--- src/rtl/riscv_pkg.sv ---
// Shared types for the core debug trace reader.
// Holds the captured record layout and the sweep FSM states.
package riscv_pkg;

    localparam int XLEN = 32;

    typedef struct packed {
        logic [XLEN-1:0] pc;
        logic [XLEN-1:0] addr;
        logic [XLEN-1:0] data;
        logic            err;
    } trace_rec_t;

    typedef enum logic [2:0] {
        ST_IDLE,
        ST_ISSUE,
        ST_WAIT,
        ST_PUSH,
        ST_DONE
    } trace_state_e;

endpackage

--- src/rtl/core_trace_reader_if.sv ---
// Record stream between the trace reader and its sink.
// The master side drives valid and the record; the sink drives ready.
interface core_trace_reader_if;
    import riscv_pkg::*;

    logic       m_valid_o;
    logic       m_ready_i;
    trace_rec_t m_rec_o;

    modport master (output m_valid_o, output m_rec_o, input m_ready_i);
    modport slave  (input m_valid_o, input m_rec_o, output m_ready_i);
endinterface

--- src/rtl/core_trace_reader_fifo.sv ---
// First-word-fall-through record buffer.
// A push into a full buffer is accepted when a pop happens in the same cycle.
module trace_fifo
    import riscv_pkg::*;
#(
    parameter int  DEPTH = 4,
    parameter type T     = trace_rec_t
) (
    input  logic clk_i,
    input  logic rstn_i,
    input  logic push,
    input  T     wdata,
    input  logic pop,
    output logic full,
    output logic empty,
    output T     head
);
    localparam int AW = $clog2(DEPTH);

    T               mem [DEPTH];
    logic [AW-1:0]  wptr;
    logic [AW-1:0]  rptr;
    logic [AW:0]    cnt;
    logic           do_push;
    logic           do_pop;

    assign full    = (cnt == (AW+1)'(DEPTH));
    assign empty   = (cnt == '0);
    assign do_pop  = pop && !empty;
    assign do_push = push && (!full || do_pop);
    assign head    = mem[rptr];

    always_ff @(posedge clk_i) begin
        if (!rstn_i) begin
            wptr <= '0;
            rptr <= '0;
            cnt  <= '0;
        end else begin
            if (do_push) wptr <= wptr + AW'(1);
            if (do_pop)  rptr <= rptr + AW'(1);
            unique case ({do_push, do_pop})
                2'b10:   cnt <= cnt + (AW+1)'(1);
                2'b01:   cnt <= cnt - (AW+1)'(1);
                default: cnt <= cnt;
            endcase
        end
    end

    always_ff @(posedge clk_i) begin
        if (do_push) mem[wptr] <= wdata;
    end

endmodule

--- src/rtl/core_trace_reader.sv ---
// Sweeps a word-aligned window over the core debug read port and
// streams one {pc, addr, data, err} record per word through a FIFO.
module core_trace_reader
    import riscv_pkg::*;
#(
    parameter int FIFO_DEPTH = 4,
    parameter int TIMEOUT    = 16,
    parameter int CNT_W      = 8
) (
    input  logic             clk_i,
    input  logic             rstn_i,
    input  logic             start_i,
    input  logic [XLEN-1:0]  base_i,
    input  logic [CNT_W-1:0] count_i,
    output logic [XLEN-1:0]  addr_o,
    input  logic             update_i,
    input  logic [XLEN-1:0]  data_i,
    input  logic [XLEN-1:0]  pc_i,
    core_trace_reader_if.master m,
    output logic             busy_o,
    output logic             done_o,
    output logic [CNT_W-1:0] err_cnt_o
);
    localparam int TW = $clog2(TIMEOUT + 1);

    trace_state_e     state, state_d;
    logic [XLEN-1:0]  addr_q;
    logic [CNT_W-1:0] remaining;
    logic [TW-1:0]    timer;
    logic [CNT_W-1:0] err_cnt;
    trace_rec_t       rec_q;
    trace_rec_t       head;
    logic             full, empty, pop;
    logic             push, accept, cap_ok, cap_err, timeout_hit;

    assign timeout_hit = (timer == TW'(TIMEOUT - 1));
    assign pop         = !empty && m.m_ready_i;
    assign accept      = push && (!full || pop);
    assign addr_o      = addr_q;
    assign err_cnt_o   = err_cnt;
    assign m.m_valid_o = !empty;
    assign m.m_rec_o   = head;

    always_ff @(posedge clk_i) begin
        if (!rstn_i) state <= ST_IDLE;
        else         state <= state_d;
    end

    always_comb begin
        state_d = state;
        push    = 1'b0;
        cap_ok  = 1'b0;
        cap_err = 1'b0;
        busy_o  = 1'b0;
        done_o  = 1'b0;
        unique case (state)
            ST_IDLE: begin
                if (start_i) state_d = (count_i != '0) ? ST_ISSUE : ST_DONE;
            end
            ST_ISSUE: begin
                busy_o  = 1'b1;
                state_d = ST_WAIT;
            end
            ST_WAIT: begin
                busy_o = 1'b1;
                if (update_i) begin
                    cap_ok  = 1'b1;
                    state_d = ST_PUSH;
                end else if (timeout_hit) begin
                    cap_err = 1'b1;
                    state_d = ST_PUSH;
                end
            end
            ST_PUSH: begin
                busy_o = 1'b1;
                push   = 1'b1;
                if (accept) begin
                    state_d = (remaining == CNT_W'(1)) ? ST_DONE : ST_ISSUE;
                end
            end
            ST_DONE: begin
                done_o  = 1'b1;
                state_d = ST_IDLE;
            end
            default: state_d = ST_IDLE;
        endcase
    end

    always_ff @(posedge clk_i) begin
        if (!rstn_i) begin
            addr_q    <= '0;
            remaining <= '0;
            timer     <= '0;
            err_cnt   <= '0;
            rec_q     <= '0;
        end else begin
            if (state == ST_IDLE && start_i) begin
                err_cnt <= '0;
                if (count_i != '0) begin
                    addr_q    <= {base_i[XLEN-1:2], 2'b00};
                    remaining <= count_i;
                end
            end
            if (state == ST_ISSUE) timer <= '0;
            if (state == ST_WAIT && !update_i && !timeout_hit) begin
                timer <= timer + TW'(1);
            end
            if (cap_ok) begin
                rec_q <= '{pc: pc_i, addr: addr_q, data: data_i, err: 1'b0};
            end
            if (cap_err) begin
                rec_q <= '{pc: pc_i, addr: addr_q, data: '0, err: 1'b1};
                if (err_cnt != '1) err_cnt <= err_cnt + CNT_W'(1);
            end
            // Address wraps silently past the top of the space.
            if (accept) begin
                remaining <= remaining - CNT_W'(1);
                addr_q    <= addr_q + XLEN'(4);
            end
        end
    end

    trace_fifo #(
        .DEPTH (FIFO_DEPTH),
        .T     (trace_rec_t)
    ) u_fifo (
        .clk_i  (clk_i),
        .rstn_i (rstn_i),
        .push   (accept),
        .wdata  (rec_q),
        .pop    (pop),
        .full   (full),
        .empty  (empty),
        .head   (head)
    );

endmodule
--- src/flat_wrapper.sv ---
// flat-port wrapper written by rule: the top's interface ports become plain ports
module core_trace_reader_flat import riscv_pkg::*;
#(
    parameter int FIFO_DEPTH = 4,
    parameter int TIMEOUT    = 16,
    parameter int CNT_W      = 8
)
  (clk_i, rstn_i, start_i, base_i, count_i, addr_o, update_i, data_i, pc_i, busy_o, done_o, err_cnt_o, m_m_valid_o, m_m_rec_o, m_m_ready_i);
  core_trace_reader_if m_i ();
  input  logic clk_i;
  input  logic rstn_i;
  input  logic start_i;
  input  logic [XLEN-1:0] base_i;
  input  logic [CNT_W-1:0] count_i;
  output logic [XLEN-1:0] addr_o;
  input  logic update_i;
  input  logic [XLEN-1:0] data_i;
  input  logic [XLEN-1:0] pc_i;
  output logic busy_o;
  output logic done_o;
  output logic [CNT_W-1:0] err_cnt_o;
  output wire logic [$bits(m_i.m_valid_o)-1:0] m_m_valid_o;
  output wire logic [$bits(m_i.m_rec_o)-1:0] m_m_rec_o;
  input wire logic [$bits(m_i.m_ready_i)-1:0] m_m_ready_i;
  assign m_m_valid_o = m_i.m_valid_o;
  assign m_m_rec_o = m_i.m_rec_o;
  assign m_i.m_ready_i = m_m_ready_i;
  core_trace_reader #(.FIFO_DEPTH(FIFO_DEPTH), .TIMEOUT(TIMEOUT), .CNT_W(CNT_W)) u_core (.clk_i(clk_i), .rstn_i(rstn_i), .start_i(start_i), .base_i(base_i), .count_i(count_i), .addr_o(addr_o), .update_i(update_i), .data_i(data_i), .pc_i(pc_i), .m(m_i), .busy_o(busy_o), .done_o(done_o), .err_cnt_o(err_cnt_o));
endmodule
--- config.mk ---
export PLATFORM = sky130hd
export DESIGN_NAME = core_trace_reader_flat
export DESIGN_NICKNAME = d
export VERILOG_FILES = /design/src/rtl/riscv_pkg.sv /design/src/rtl/core_trace_reader_if.sv /design/src/rtl/core_trace_reader_fifo.sv /design/src/rtl/core_trace_reader.sv /design/src/flat_wrapper.sv
export SDC_FILE = /design/constraint.sdc
export NUM_CORES = 1
export LEC_CHECK = 0
export CAP_MARGIN = 15
export CORE_ASPECT_RATIO = 0.7
export CORE_MARGIN = 3
export CORE_UTILIZATION = 25
export CTS_CLUSTER_SIZE = 24
export DETAILED_ROUTE_END_ITERATION = 10
export PLACE_DENSITY = 0.4
export SLEW_MARGIN = 25
export SYNTH_ARGS = -nofsm -noshare
export SYNTH_HDL_FRONTEND = slang
export SYNTH_HIERARCHICAL = 1
export SYNTH_SLANG_ARGS = --single-unit
--- constraint.sdc ---
create_clock -name clk_i -period 4.68 [get_ports clk_i]
set_input_delay 0.936 -clock clk_i [delete_from_list [all_inputs] [get_ports clk_i]]
set_output_delay 0.936 -clock clk_i [all_outputs]
set_load 0.01 [all_outputs]
==> flow_summary.toml <==
[detailed_routing]
num_vias = 12498
via_per_inst = 4.42
wl_met2_um = 26100
route.detailed.drc = 0
wl_met1_um = 27300
wl_per_cell_um = 20.2
drtAntennaViolNets = 0
drtPass1Iterations = 5
dr_wl_met3_um = 2940
drt_iter0_markers = 820
maxUsedRoutingLayer = "met4"
finalWirelength_um = 57100

[synthesis]
synth_edf_count = 388
yosysWarnings = 6
synth_cells = 1386
synth_area_um2 = 20900
ys_async_sr_fraction_pct = 0
synth_cell_types = 73
seq_area_frac_synth_pct = 70.8
ys_ff_latch = 546
avgSynthCellArea_um2 = 15.1
synth_ff_type = "edfxtp_1"

[setup_path]
crit_type = "register to primary output"
worstPathCellList = "buf_4 > mux4_2 > clkdlybuf4s50_1"
r2r_setup_slack_ns = 1.58
crit_path_start_kind = "register"
reg2reg_from = "u_core/u_fifo/cnt[2]"
cp.required_ns = 3.74
crit_path_top_delay_cell = "dfxtp_4"
r2r_cells = 11
worst-path-buf-inv = 2
reg2reg_to = "u_core/u_fifo/cnt[2]"
slowest_delay_ns = 0.82
critPathMaxFanout = 38
end_kind = "primary output"
critPathTopFamily = "buffers and inverters"
crit_arrival_ns = 2.89

[sta]
hold_viol_final = 0
max_freq_ghz = 0.262
min_period_over_period_pct = 81.7
period_needed_ns = 3.82
skew_ns = 0.0196
max_slew.worst_pin.slew_ns = 0.980
rsz0062_at_grt = "false"
finalSetupViolCount = 0
fin_ws_ns = 0.857
slew_violations = 0
slew_headroom_pct = 34.6
tns_ns = 0

[pwr]
total_power_uw = 10700
max-vdd-ir-drop_uv = 241
power.leakage_uw = 0.00844
p_per_area_nw_per_um2 = 399

[cts]
cts_hold_buf = 0
cts_tree = "done"
post_cts_resized = 0
clkTransAtPathRegs_ns = 0.06
clock_latency_ns = 0.62
cts_setup_buffers = 0
numCtsBuffers = 58
htreeDepth = 2
cts_max_path_buffers = 3
root_buffer = "clkbuf_16"
clock_sinks = 546

[finish]
drive_gt1_share_pct = 15.0
layout_common_cells = "edfxtp_1 (388), clkdlybuf4s50_1 (244), nand2_1 (244)"
fill_cells = 8121
fin_nets = 1774
syn2layout_area_growth_pct = 28.0
fin_util_pct = 32.4
diodes = 0
final_cells = 2828
final_common_cell = "edfxtp_1"

[placement]
pre_cts_ws_ns = 0.943
dp_cells = 2718
dp_hpwl_um = 34200
place_congestion = 0.723
io_buffers = 244

[grt]
grt_pass1_wl_um = 85000
overflow = 0
grtUsageTotal_pct = 13.0
grt_pass1_vias = 12854
antenna_found_initial = 0
grt_max_degree = 106

[job]
drv_cap = 0

[min_path]
hp-class = "register to register"
hold_depth = 1
holdPathEnd = "u_core/timer[3]"
hold_start = "u_core/timer[3]"

[floorplan]
ios = 249
die_y_um = 248
start_util_pct = 25.3
core_area_um2 = 82700
die_area_um2 = 87200
row_count = 88
fp.dieW_um = 352

[run_status]
status = "finished clean"
[kinds of logic after synthesis]
| kind of cell | synth area share, % |
|---|---|
| flops | 70.8 |
| simple gates | 8.76 |
| compound gates | 5.99 |
| mux | 11.2 |
| buf+inv | 2.25 |
| fa+ha+maj | 0.754 |
| xor+xnor | 0.209 |
| other cells | 0.0179 |
[stage by stage]
step           instance area [um2]  hold slack (ns)
2_1_floorplan                21000            0.415
3_3_place_gp                 24800            0.428
3_5_place_dp                 24800            0.442
4_1_cts                      26800            0.456
5_1_grt                      26800            0.474
6_report                     26800            0.452
[worst register-to-register path: cells and delay by family, from the launching register on]
family          cells  cell delay [ns]
simple gates        2             1.11
compound gates      3             0.60
fa+ha+maj           2             0.56
flops               1             0.36
buf+inv             3             0.25
xor+xnor            1             0.15
[cell usage after synthesis (all sizes together), types with 20 or more instances]
cell type / instances / share of area, %
inv: 20 / 0.36
dfxtp: 158 / 15
edfxtp: 388 / 56
clkbuf: 44 / 0.79
a21oi: 132 / 3.2
o21ai: 30 / 0.72
nand2: 245 / 4.4
nor2: 50 / 0.92
mux4: 97 / 10
buf: 33 / 1.1
nand3: 21 / 0.50
[worst max-delay path by stage]
stage | from | to | slack (ns) | cells past startpoint
5_1_grt | register | m_m_rec_o[2] | 0.68 | 3
3_3_place_gp | m_m_ready_i | u_core/u_fifo/mem[0][56] | 0.95 | 7
4_1_cts | register | m_m_rec_o[2] | 0.70 | 3
6_report | register | m_m_rec_o[2] | 0.86 | 3
2_1_floorplan | m_m_ready_i | u_core/u_fifo/mem[0][0] | 0.85 | 7
3_5_place_dp | m_m_ready_i | u_core/u_fifo/mem[0][56] | 0.94 | 7
[power breakdown]
| group | switching, uW | total [uW] | internal (uW) |
|---|---|---|---|
| clock | 1970 | 4650 | 2680 |
| combinational | 361 | 669 | 309 |
| sequential | 115 | 5370 | 5260 |
| total | 2450 | 10700 | 8240 |
[registers in the layout, summed over array words and instances, names as in the netlist, 3 cells and up, named ones only]
name / count
u_core/timer: 5
u_core/u_fifo/mem: 388
u_core/state: 3
u_core/u_fifo/cnt: 3
u_core/rec_q: 95
u_core/err_cnt_o: 8
u_core/addr_o: 30
u_core/remaining: 8
[area by class of cell]
type	instances	area [um2]	area share (%)
flip-flops and latches	546	14800	55.4
well taps	1125	1410	5.26
multi-input cells	751	5690	21.3
inverters	21	81.3	0.304
repair buffers	275	2840	10.6
clock buffers	68	1530	5.71
clock inverters	42	398	1.49
[routing by layer]
metal | up-vias | GRT usage, %
li1 | 5810 | -
met1 | 6342 | 18.5
met2 | 280 | 20.4
met3 | 66 | 2.95
met4 | 0 | 2.86
met5 | - | 0
No activity file was read; power rests on OpenSTA's default activity.
